File: src/rtl/id_ex_stage.sv
// rtl/id_ex_stage.sv - ID/EX pipeline register with load-use hazard detection (optional ID_EX_PERF_CNT_EN counters)
module id_ex_stage #(
    parameter int DATA_W = 32,
    parameter int CTRL_W = 8
) (
    input  logic              clk_i,
    input  logic              rst_i,
    input  logic              id_valid_i,
    input  logic [4:0]        id_rs1_i,
    input  logic [4:0]        id_rs2_i,
    input  logic [4:0]        id_rd_i,
    input  logic              id_uses_rs1_i,
    input  logic              id_uses_rs2_i,
    input  logic [DATA_W-1:0] id_rs1_data_i,
    input  logic [DATA_W-1:0] id_rs2_data_i,
    input  logic [DATA_W-1:0] id_imm_i,
    input  logic [DATA_W-1:0] id_pc_i,
    input  logic [CTRL_W-1:0] id_ctrl_i,
    input  logic              flush_i,
    input  logic              freeze_i,
    output logic              pc_write_o,
    output logic              if_id_write_o,
    output logic              hazard_o,
    output logic              ex_valid_o,
    output logic [4:0]        ex_rs1_o,
    output logic [4:0]        ex_rs2_o,
    output logic [4:0]        ex_rd_o,
    output logic [DATA_W-1:0] ex_rs1_data_o,
    output logic [DATA_W-1:0] ex_rs2_data_o,
    output logic [DATA_W-1:0] ex_imm_o,
    output logic [DATA_W-1:0] ex_pc_o,
`ifdef ID_EX_PERF_CNT_EN
    output logic [31:0]       perf_stall_cnt_o,
    output logic [31:0]       perf_flush_cnt_o,
`endif
    output logic [CTRL_W-1:0] ex_ctrl_o
);

    // MemRead bit of the control bundle marks a load in EX
    localparam int MEM_READ_BIT = 5;

    logic ex_is_load;
    logic rs1_match;
    logic rs2_match;
    logic load_use;

    // Load-use detection: a valid load in EX whose rd is read by the ID instruction
    always_comb begin
        ex_is_load = ex_valid_o && ex_ctrl_o[MEM_READ_BIT] && (ex_rd_o != 5'd0);
        rs1_match  = id_uses_rs1_i && (id_rs1_i == ex_rd_o);
        rs2_match  = id_uses_rs2_i && (id_rs2_i == ex_rd_o);
        load_use   = ex_is_load && id_valid_i && (rs1_match || rs2_match);
    end

    // A flushed ID instruction is discarded anyway, so it must not block the redirect
    always_comb begin
        hazard_o      = load_use && !flush_i;
        pc_write_o    = !(hazard_o || freeze_i);
        if_id_write_o = !(hazard_o || freeze_i);
    end

    // Pipeline register: reset > freeze (hold) > flush/hazard (bubble) > load from ID
    always_ff @(posedge clk_i) begin
        if (rst_i || (!freeze_i && (flush_i || hazard_o))) begin
            ex_valid_o    <= 1'b0;
            ex_rs1_o      <= '0;
            ex_rs2_o      <= '0;
            ex_rd_o       <= '0;
            ex_rs1_data_o <= '0;
            ex_rs2_data_o <= '0;
            ex_imm_o      <= '0;
            ex_pc_o       <= '0;
            ex_ctrl_o     <= '0;
        end else if (!freeze_i) begin
            ex_valid_o    <= id_valid_i;
            ex_rs1_o      <= id_rs1_i;
            ex_rs2_o      <= id_rs2_i;
            ex_rd_o       <= id_rd_i;
            ex_rs1_data_o <= id_rs1_data_i;
            ex_rs2_data_o <= id_rs2_data_i;
            ex_imm_o      <= id_imm_i;
            ex_pc_o       <= id_pc_i;
            ex_ctrl_o     <= id_valid_i ? id_ctrl_i : '0;
        end
    end

`ifdef ID_EX_PERF_CNT_EN
    // Saturating counts of bubbles actually loaded; frozen edges load nothing
    always_ff @(posedge clk_i) begin
        if (rst_i) begin
            perf_stall_cnt_o <= '0;
            perf_flush_cnt_o <= '0;
        end else if (!freeze_i) begin
            if (flush_i && (perf_flush_cnt_o != 32'hFFFF_FFFF)) begin
                perf_flush_cnt_o <= perf_flush_cnt_o + 32'd1;
            end
            if (hazard_o && (perf_stall_cnt_o != 32'hFFFF_FFFF)) begin
                perf_stall_cnt_o <= perf_stall_cnt_o + 32'd1;
            end
        end
    end
`endif

endmodule

File: config.mk
export PLATFORM = sky130hd
export DESIGN_NAME = id_ex_stage
export DESIGN_NICKNAME = d
export VERILOG_FILES = /design/src/rtl/id_ex_stage.sv
export SDC_FILE = /design/constraint.sdc
export NUM_CORES = 1
export LEC_CHECK = 0
export CORE_ASPECT_RATIO = 1.25
export CORE_UTILIZATION = 45
export DETAILED_ROUTE_END_ITERATION = 12
export PLACE_DENSITY_LB_ADDON = 0.15
export SYNTH_ARGS = -nofsm -noshare
export SYNTH_HDL_FRONTEND = slang
export SYNTH_SLANG_ARGS = --single-unit
File: constraint.sdc
create_clock -name clk_i -period 3.98 [get_ports clk_i]
set_input_delay 0.796 -clock clk_i [delete_from_list [all_inputs] [get_ports clk_i]]
set_output_delay 0.796 -clock clk_i [all_outputs]
set_load 0.02 [all_outputs]
* Word level (Yosys, flattened, before mapping)
Index checks and enable logic that the tools add are counted.
** Operators by class
- $add $sub $neg :: 0
- Multipliers :: 0
- Div/mod/pow operators :: 0
- Order comparisons :: 0
- Equal/unequal tests :: 2
- Shift-type cells :: 0
- Muxes and demuxes :: 1
- Bitwise gates (word level) :: 0
- Reductions and logical operators :: 16
** Operators with widths (count)
- $eq 5x5->1 :: 2
- $logic_and 1x1->1 :: 8
- $mux 8 :: 1
- $reduce_bool 5->1 :: 1
- $logic_or 1x1->1 :: 4
- $logic_not 1->1 :: 3
** Word-level totals
- Bits in registers :: 152
- Bits in latches :: 0
- Bits in writable memories :: 0
- Bits in read-only memories :: 0
- Input port bits :: 158
- Output and inout bits :: 155
- Logic and storage cells :: 28
- Memories kept :: 0

* Longest topological paths before layout
Gate-level depths: netlist (run 1).
- Depth in word-level cells :: 8
- Depth in mapped cells :: 8
- Depth with buffers taken out :: 4

* Worst setup path after synthesis (run 1)
No wires, ideal clock.
- Path type :: input -> output
- Start point :: in id_rs1_i[2]
- End point :: out pc_write_o
- Data arrival time :: 2.217 ns
- Slack :: 0.967 ns
- Cell stages on the path :: 8
- Path buffers :: 4
- Path through :: xnor2_1 -> nand4_1 -> o22ai_1 -> buf_2 -> buf_2 -> buf_2 -> a21oi_1 -> buf_4
** On the way
- Word-level cells in the longest chain between the ends :: 7
** RTL lines
- start: declaration :: line 9 : input logic [4:0] id_rs1_i,
- $eq 5x5->1 :: line 50 : rs1_match = id_uses_rs1_i && (id_rs1_i == ex_rd_o);
- $logic_and 1x1->1 :: line 50
- $logic_or 1x1->1 :: line 52 : load_use = ex_is_load && id_valid_i && (rs1_match || rs2_match);
- $logic_and 1x1->1 :: line 52
- $logic_and 1x1->1 :: line 57 : hazard_o = load_use && !flush_i;
- $logic_or 1x1->1
- $logic_not 1->1
- end: declaration :: line 21 : output logic pc_write_o,
No other way between the ends.

* Final worst setup path (run 1)
- Start point :: in id_rs1_i[4]
- End point :: out hazard_o
** On the way
- Word-level cells in the longest chain between the ends :: 5
** RTL lines
- $eq 5x5->1 :: line 50
- $logic_and 1x1->1 :: line 50
- $logic_or 1x1->1 :: line 52
- $logic_and 1x1->1 :: line 52
- $logic_and 1x1->1 :: line 57
- end: declaration :: line 23 : output logic hazard_o,
No other way between the ends.

==> results of run 1 <==
state kept, by name, summed over array words and instances (netlist names):
signal / flops
ex_ctrl_o: 8
ex_imm_o: 32
ex_pc_o: 32
ex_rd_o: 5
ex_rs1_data_o: 32
ex_rs1_o: 5
ex_rs2_data_o: 32
ex_rs2_o: 5
ex_valid_o: 1
power groups by stage:
stage          combinational [W]  clock (W)  sequential (W)
3_3_place_gp            0.000723          0         0.00167
5_1_grt                 0.000776    0.00169         0.00164
6_report                0.000728    0.00159         0.00164
2_1_floorplan           0.000280          0         0.00176
3_5_place_dp            0.000726          0         0.00167
4_1_cts                 0.000732    0.00163         0.00164
cells by family (layout without fill, tap and decap cells):
logic type | Yosys count | in the layout
compound gates | 166 | 166
xor+xnor | 10 | 10
buf+inv | 70 | 350
flops | 152 | 152
mux | 143 | 143
simple gates | 160 | 160
worst max-delay path, cell delays in order:
cell             delay (ns)
clkdlybuf4s50_1        0.50
xnor2_1                0.14
nand4_1                0.18
o22ai_4                0.28
nor3b_1                0.23
clkdlybuf4s50_1        0.67
area by class of cell:
cell class / instances / share of cell area [%]
tap: 182 / 2.15
clock inverter: 8 / 0.922
inverter: 2 / 0.0709
sequential: 152 / 28.8
timing repair buffer: 319 / 30.3
multi-input combinational: 479 / 33.3
clock buffer: 21 / 4.54
per-stage QoR:
step,total power [W],instances,hold WS [ns]
detailed placement,0.00240,1134,0.610
global route,0.00411,1163,0.643
global placement,0.00239,1134,0.606
floorplan,0.00204,701,0.697
finish,0.00395,1163,0.624
CTS,0.00399,1163,0.625
cell usage in the layout (no fill, tap or decap):
cell type        synthesis  final
inv_1                    2      2
buf_6                    9      1
a21oi_1                 74     73
clkinvlp_4               0      3
o22ai_4                  0      1
nand2_1                154    154
nand4_1                  2      2
dfxtp_1                152    152
or4_1                    1      1
nor2b_1                  1      1
o2111ai_2                1      1
clkinv_2                 0      3
xnor2_1                 10     10
a21o_1                   1      1
a21oi_2                 81     80
buf_12                   0      2
clkbuf_8                 0      4
a22o_1                   8      8
mux2_2                 143    143
bufinv_16                0      2
nor3b_1                  1      1
clkbuf_16                0     17
clkdlybuf4s50_1          0    311
nor2_1                   1      1
buf_4                    1      5
a21oi_4                  0      2
worst max-delay path by stage:
stage / startpoint / end / slack [ns] / depth (start not counted)
floorplan: id_rs1_i[2] / pc_write_o / 0.97 / 8
global placement: id_rs1_i[4] / hazard_o / 0.41 / 6
detailed placement: id_rs1_i[4] / hazard_o / 0.41 / 6
CTS: id_rs1_i[4] / hazard_o / 0.40 / 6
global route: id_rs1_i[4] / hazard_o / 0.26 / 6
finish: id_rs1_i[4] / hazard_o / 0.38 / 6
routing by layer:
metal | track usage [%] | up-vias | wire length, um
met5 | 0 | - | 0
met2 | 40.9 | 232 | 9420
met1 | 27.1 | 2712 | 7790
met4 | 10.4 | 0 | 541
li1 | - | 2925 | -
met3 | 8.31 | 31 | 1500
==> run summary, run 1 <==
Fmax = 0.278 GHz
Synth cell count leaders = nand2_1, dfxtp_1, mux2_2
Cts repair resizes = 0
Final period utilization = 90.4%
R2R cell count = 5
Chip Height = 140 um
Routed via count = 5900
GPL Wtd Cong = 0.857
Setup Total Neg Slack = 0 ns
Setup Fix Bufs, Post-CTS = 0
Syn Inst Count = 701
Hold_sp = ex_rs1_data_o[20]$_SDFFE_PP0N_
Crit path DAT = 2.80 ns
PnR worst setup slack = 0.383 ns
Hold Buf Count CTS = 0
Comb pwr share = 18.4%
# diodes = 0
RR Endpoint = ex_rs1_o[0]$_SDFFE_PP0N_
R2R Setup Slk = 1.52 ns
# IOs = 313
Clock sink count = 152
CP Capture Type = output port
Final min period = 3.60 ns
P_int = 0.00299 W
Slew Limit Fails = 0
Worst-Skew Late Latency = 0.42 ns
Synth warn = 0
Share of cells above drive strength 1 = 26.9%
DRC = 0
LEAKAGE = 3.99 nW
Cell taking the most area after synthesis = dfxtp_1
Core Util, Final = 70.8%
Antenna violations before repair = 0
DP Area = 10000 um2
Compound-Gate Fraction of Synth Area = 17.1%
Sw Pwr = 0.000964 W
Final Instance Area = 10600 um2
Synthesized cell area = 6890 um2
Worst-margin pin slew = 1.06 ns
CP Max Fanout = 4
Area occupied by multi-input gates = 3520 um2
WL final = 19300 um
R2R Path Start = ex_rd_o[1]$_SDFFE_PP0N_
Setup violations, final = 0
Max-cap violations = 0
Tot GR Track Use = 24.0%
H-tree Lvls = 4
Clock-pin slew on the worst setup and hold paths = 0.05 ns
Area grow syn2layout = 53.7%
Core area = 15000 um2
Largest net degree at the start of global routing = 139
Hold Violations, Final = 0
Antenna viol nets, final = 0
Initial DRC Count = 287
RSZ-0062 raised after global routing = no
DR WL/cell = 16.6 um
Clock Tree Buf Depth = 2
Top post-synthesis cells by area = dfxtp_1, mux2_2, a21oi_2
Final nets = 1129
Register area share after synthesis = 44.2%
Mux contribution to synthesized area = 23.4%
Worst hold stages = 3
Synth Register Bits = 152
Synth Net Count = 859
Num rows = 50
CTS tree = done
Count leader, synth = nand2_1
Slew margin rel. = 29.2%
Synth Area in Adders = 0%
Worst Path Class, Setup = in -> out
Req. time, crit path = 3.18 ns
Die W = 113 um
Yosys top cell area share = 44.2%
Syn Area/Cell = 9.82 um2
Largest family of logic cells by synthesized area = multiplexers
WHS Endpoint = ex_rs1_data_o[20]$_SDFFE_PP0N_
Fillers = 1176
Min-delay worst type = reg -> reg
First-pass GRT wire length = 29800 um
Die area = 15800 um2
Simple logic cell fraction of the synthesized area = 8.94%
Outcome = complete, no violations
Post-synth cell types = 21
Post-DP HPWL = 12200 um
Vias per inst = 5.07
Total gr overflow = 0
Sw Ratio = 24.4%
Peak supply drop = 310 uV
TritonRoute pass-1 iters = 4
Root Driver = clkbuf_16
Sequential cell area = 3040 um2
Pwr dens = 373 nW/um2
Post-synth EDFFs = 0
Clock power frac = 40.1%
Pre-CTS WS = 0.415 ns
Layout Skew = 0.00938 ns
Async set-reset flop share out of synthesis = 0%
Top_reg_cell synth = dfxtp_1
Vias in the first global route = 5758
Starting density of the core = 46.1%
Seq pwr share = 41.4%
XOR/XNOR Fraction of Synth Area = 1.27%
PortBufs = 312
Startpoint types = input pin
CTS Buf Count = 17
(Power assumes the default switching activity.)
==> run 2: changes to the inputs <==
--- a/config.mk
+++ b/config.mk
@@ -8,7 +8,10 @@
 export CORE_ASPECT_RATIO = 1.25
 export CORE_UTILIZATION = 45
 export DETAILED_ROUTE_END_ITERATION = 12
+export DONT_BUFFER_PORTS = 1
+export GPL_TIMING_DRIVEN = 0
 export PLACE_DENSITY_LB_ADDON = 0.15
+export SLEW_MARGIN = 10
 export SYNTH_ARGS = -nofsm -noshare
 export SYNTH_HDL_FRONTEND = slang
 export SYNTH_SLANG_ARGS = --single-unit
==> run 2 against run 1 <==
  * Clock power about the same
  * Global-route usage down 2.0 points
  * Die area unchanged
  * Core utilization down 19 points
  * Power down 6.5%
  * Register-to-register slack better by 0.19 ns
  * Largest cell class unchanged
==> run summary, run 2 (synthesized netlist as in run 1, its figures left out) <==
Outcome = complete, no violations
GPL Wtd Cong = 0.879
CP Max Fanout = 10
Cts repair resizes = 0
DRC = 0
Final Instance Area = 7700 um2
Peak supply drop = 240 uV
Vias per inst = 5.43
# diodes = 0
Met3 usage = 8.05%
Die area = 15800 um2
CP max-delay cell = dfxtp_1
Initial DRC Count = 167
Root Driver = clkbuf_16
Area grow syn2layout = 11.8%
Most used cell, CP = buf_2
# IOs = 313
Slew margin rel. = 44.4%
DR WL/cell = 19.2 um
Chip Height = 140 um
Post-DP HPWL = 13200 um
Critical path buffers and inverters = 4
Met1 usage in global routing = 22.5%
LEAKAGE = 2.96 nW
Startpoint types = register
Hold Buf Count CTS = 0
CTS Buf Count = 17
Fillers = 1404
Routed via count = 4965
First-pass GRT wire length = 26800 um
WL final = 17600 um
Tot GR Track Use = 22.0%
Pwr dens = 480 nW/um2
Starting density of the core = 46.1%
PortBufs = 0
Worst Path Class, Setup = reg -> out
H-tree Lvls = 4
Antenna violations before repair = 0
CP peak stage delay = 0.59 ns
Commonest cells after routing, fill and taps aside = nand2_1, dfxtp_1, mux2_2
CTS tree = done
Crit-path cells = xnor2_1, nand4_1, o22ai_1, buf_2, buf_2, buf_2, a21oi_1, buf_4
Layout Skew = 0.0112 ns
Placed Cells incl. Taps = 883
Largest net degree at the start of global routing = 17
Die W = 113 um
Hold Violations, Final = 0
TritonRoute pass-1 iters = 4
Filler-free cell count of the finished design = 914
CP Capture Type = output port
Vias in the first global route = 5027
Clock sink count = 152
Worst-margin pin slew = 0.833 ns
Antenna viol nets, final = 0
Core area = 15000 um2
Share of cells above drive strength 1 = 38.0%
DP Area = 7110 um2
Setup violations, final = 0
RSZ-0062 raised after global routing = no
Most used routing layer = met2
Met2 usage = 40.6%
Setup Total Neg Slack = 0 ns
Min-delay worst type = in -> reg
Hold slack = 0.651 ns
Worst-Skew Late Latency = 0.42 ns
Num rows = 50
Setup Fix Bufs, Post-CTS = 0
CP top delay family = buffers and inverters
Slew Limit Fails = 0
Req. time, crit path = 3.18 ns
Total gr overflow = 0
Clock Tree Buf Depth = 2
Final period utilization = 95.1%
Fmax = 0.264 GHz
Clock-pin slew on the worst setup and hold paths = 0.07 ns
Final nets = 878
Max-cap violations = 0
Most common cell after layout, fill and taps aside = nand2_1
Core Util, Final = 51.5%
Crit path DAT = 2.99 ns
Final min period = 3.78 ns
==> run 2: worst paths after layout <==
| check | startpoint | end | slack, ns | cells after the start |
|---|---|---|---|---|
| max | ex_rd_o[4]$_SDFFE_PP0N_ | pc_write_o | 0.20 | 8 |
| min | id_ctrl_i[4] | ex_ctrl_o[4]$_SDFFE_PP0N_ | 0.65 | 3 |
| max reg2reg | ex_rd_o[4]$_SDFFE_PP0N_ | ex_rs1_data_o[23]$_SDFFE_PP0N_ | 1.71 | 7 |
| min reg2reg | ex_ctrl_o[3]$_SDFFE_PP0N_ | ex_ctrl_o[3]$_SDFFE_PP0N_ | 0.76 | 3 |
==> run 2: layer usage <==
| layer | share of wire (%) | wire length [um] |
|---|---|---|
| met4 | 2.0 | 352 |
| met3 | 8.9 | 1570 |
| met1 | 37 | 6430 |
| met5 | 0 | 0 |
| met2 | 52 | 9210 |
==> run 2: cell type report <==
cell class / count / area [um2] / area share, %
Multi-Input combinational cell: 479 / 3490 / 45.4
Buffer: 68 / 343 / 4.45
Clock inverter: 12 / 143 / 1.85
Sequential cell: 152 / 3040 / 39.5
Tap cell: 182 / 228 / 2.96
Inverter: 2 / 7.51 / 0.0975
Clock buffer: 19 / 443 / 5.75
==> run 2: where the power goes <==
| group | switching (W) | total (W) | internal [W] |
|---|---|---|---|
| Sequential | 0.000149 | 0.00175 | 0.00160 |
| Clock | 0.000670 | 0.00162 | 0.000947 |
| Combinational | 0.000164 | 0.000330 | 0.000165 |
| Total | 0.000983 | 0.00369 | 0.00271 |
==> run 2: stage by stage <==
step / total power [W] / setup WS, ns
final: 0.00369 / 0.196
after detailed placement: 0.00211 / 0.428
after global routing: 0.00383 / 0.0364
after global placement: 0.00210 / 0.388
after floorplan: 0.00204 / 0.967
after CTS: 0.00372 / 0.132
==> run 2: tightest hold or removal path: cells and delay by family <==
kind / cells / cell delay, ns
compound gates: 2 / 0.19
simple gates: 1 / 0.05
==> run 3: changes to the inputs <==
--- a/config.mk
+++ b/config.mk
@@ -9,7 +9,7 @@
 export CORE_UTILIZATION = 45
 export DETAILED_ROUTE_END_ITERATION = 12
 export DONT_BUFFER_PORTS = 1
-export GPL_TIMING_DRIVEN = 0
+export GPL_TIMING_DRIVEN = 1
 export PLACE_DENSITY_LB_ADDON = 0.15
 export SLEW_MARGIN = 10
 export SYNTH_ARGS = -nofsm -noshare
==> run 3 against run 2 <==
  * Critical path depth fell by 3
  * Combinational power fell by 14%
  * Register-to-register slack got worse by 0.18 ns
  * Cell area fell by 2.7%
  * Core utilization fell by 1.4 points
  * First-iteration DRC count rose by 66%
  * Critical path type unchanged
  * Critical endpoint unchanged
  * Largest power group unchanged
==> run summary, run 3 (synthesized netlist as in run 1, its figures left out) <==
Clock power frac = 45.0%
Fmax = 0.337 GHz
Root Driver = clkbuf_16
Sw Pwr = 0.000987 W
Post-DP HPWL = 10700 um
Routed via count = 4790
Hold Violations, Final = 0
Hold Buf Count CTS = 0
Setup Fix Bufs, Post-CTS = 0
Req. time, crit path = 3.18 ns
Worst Path Class, Setup = reg -> out
Final min period = 2.96 ns
Crit-path cells = or4_1, o2111ai_2, nor2_1, a21oi_1, buf_4
Crit path DAT = 2.17 ns
PortBufs = 0
Vias in the first global route = 4693
DR WL/cell = 19.1 um
Worst-Skew Late Latency = 0.42 ns
Pwr dens = 493 nW/um2
Total gr overflow = 0
CP max-delay cell = or4_1
# diodes = 0
Die area = 15800 um2
CP peak stage delay = 0.56 ns
Hold slack = 0.653 ns
Layout Skew = 0.0101 ns
Critical path buffers and inverters = 1
Initial DRC Count = 277
First-pass GRT wire length = 25100 um
Most common cell after layout, fill and taps aside = nand2_1
TritonRoute pass-1 iters = 4
Max-cap violations = 0
Clock sink count = 152
Cts repair resizes = 0
Antenna viol nets, final = 0
Commonest cells after routing, fill and taps aside = nand2_1, dfxtp_1, mux2_2
WL final = 16300 um
RSZ-0062 raised after global routing = no
Slew Limit Fails = 0
Final Instance Area = 7490 um2
Final period utilization = 74.4%
Tot GR Track Use = 20.3%
Slew margin rel. = 29.7%
Outcome = complete, no violations
Sw Ratio = 26.7%
CTS Buf Count = 17
DRC = 0
Starting density of the core = 46.1%
Peak supply drop = 241 uV
LEAKAGE = 2.86 nW
Startpoint types = register
Fillers = 1413
Vias per inst = 5.60
Clock-pin slew on the worst setup and hold paths = 0.07 ns
Die W = 113 um
Share of cells above drive strength 1 = 39.7%
Largest net degree at the start of global routing = 157
GPL Wtd Cong = 0.837
Area grow syn2layout = 8.81%
Min-delay worst type = in -> reg
P_int = 0.00271 W
Final nets = 818
CTS tree = done
Worst-margin pin slew = 1.05 ns
Seq pwr share = 47.3%
# IOs = 313
Antenna violations before repair = 0
R2R Setup Slk = 1.53 ns
Setup Total Neg Slack = 0 ns
Clock Tree Buf Depth = 2
Core area = 15000 um2
Setup violations, final = 0
Comb pwr share = 7.7%
CP Capture Type = output port
Num rows = 50
CP Max Fanout = 5
H-tree Lvls = 4
DP Area = 6890 um2
CP top delay family = simple AND/OR/NAND/NOR gates
Chip Height = 140 um
==> run 3: layout make-up <==
class                   count  area (um2)  share of cell area (%)
clock inverters            15         179                    2.39
well taps                 182         228                    3.04
inverters                   2        7.51                   0.100
repair buffers              8        85.1                    1.14
multi-input cells         479        3520                    47.0
flip-flops and latches    152        3040                    40.6
clock buffers              17         425                    5.68
==> run 3: path summary, 6_finish.rpt <==
path,startpoint,end,depth (start not counted)
worst max-delay path,ex_rd_o[1]$_SDFFE_PP0N_,pc_write_o,5
worst min-delay path,id_ctrl_i[4],ex_ctrl_o[4]$_SDFFE_PP0N_,3
worst max register to register,ex_rd_o[3]$_SDFFE_PP0N_,ex_imm_o[4]$_SDFFE_PP0N_,5
worst min register to register,ex_ctrl_o[7]$_SDFFE_PP0N_,ex_ctrl_o[7]$_SDFFE_PP0N_,3
==> run 3: layer usage <==
| layer | global-route usage [%] | vias up | wire length (um) |
|---|---|---|---|
| li1 | - | 2313 | - |
| met1 | 23.1 | 2228 | 6300 |
| met2 | 34.0 | 222 | 8170 |
| met3 | 7.44 | 27 | 1500 |
| met4 | 8.77 | 0 | 343 |
| met5 | 0 | - | 0 |
==> run 3: worst register-to-register path, cell delays in order (launching register included) <==
cell and delay, ns:
dfxtp_1 0.58, or4_1 0.19, o2111ai_2 0.16, a21oi_4 0.73, buf_12 0.39, a21oi_1 0.23
==> run 3: power groups by stage <==
stage | Sequential, W | Clock [W] | Combinational, W
floorplan | 0.00176 | 0 | 0.000280
global placement | 0.00178 | 0 | 0.000278
detailed placement | 0.00178 | 0 | 0.000287
CTS | 0.00175 | 0.00170 | 0.000288
global route | 0.00175 | 0.00177 | 0.000319
finish | 0.00175 | 0.00166 | 0.000285
==> run 3: per-stage QoR <==
stage / power, W / setup slack [ns] / instances / utilization, %
2_1_floorplan: 0.00204 / 0.967 / 701 / -
3_3_place_gp: 0.00206 / 1.39 / 823 / 46.1
3_5_place_dp: 0.00207 / 1.37 / 823 / 46.1
4_1_cts: 0.00374 / 0.997 / 855 / 50.1
5_1_grt: 0.00384 / 0.912 / 855 / 50.1
6_report: 0.00370 / 1.02 / 855 / 50.1
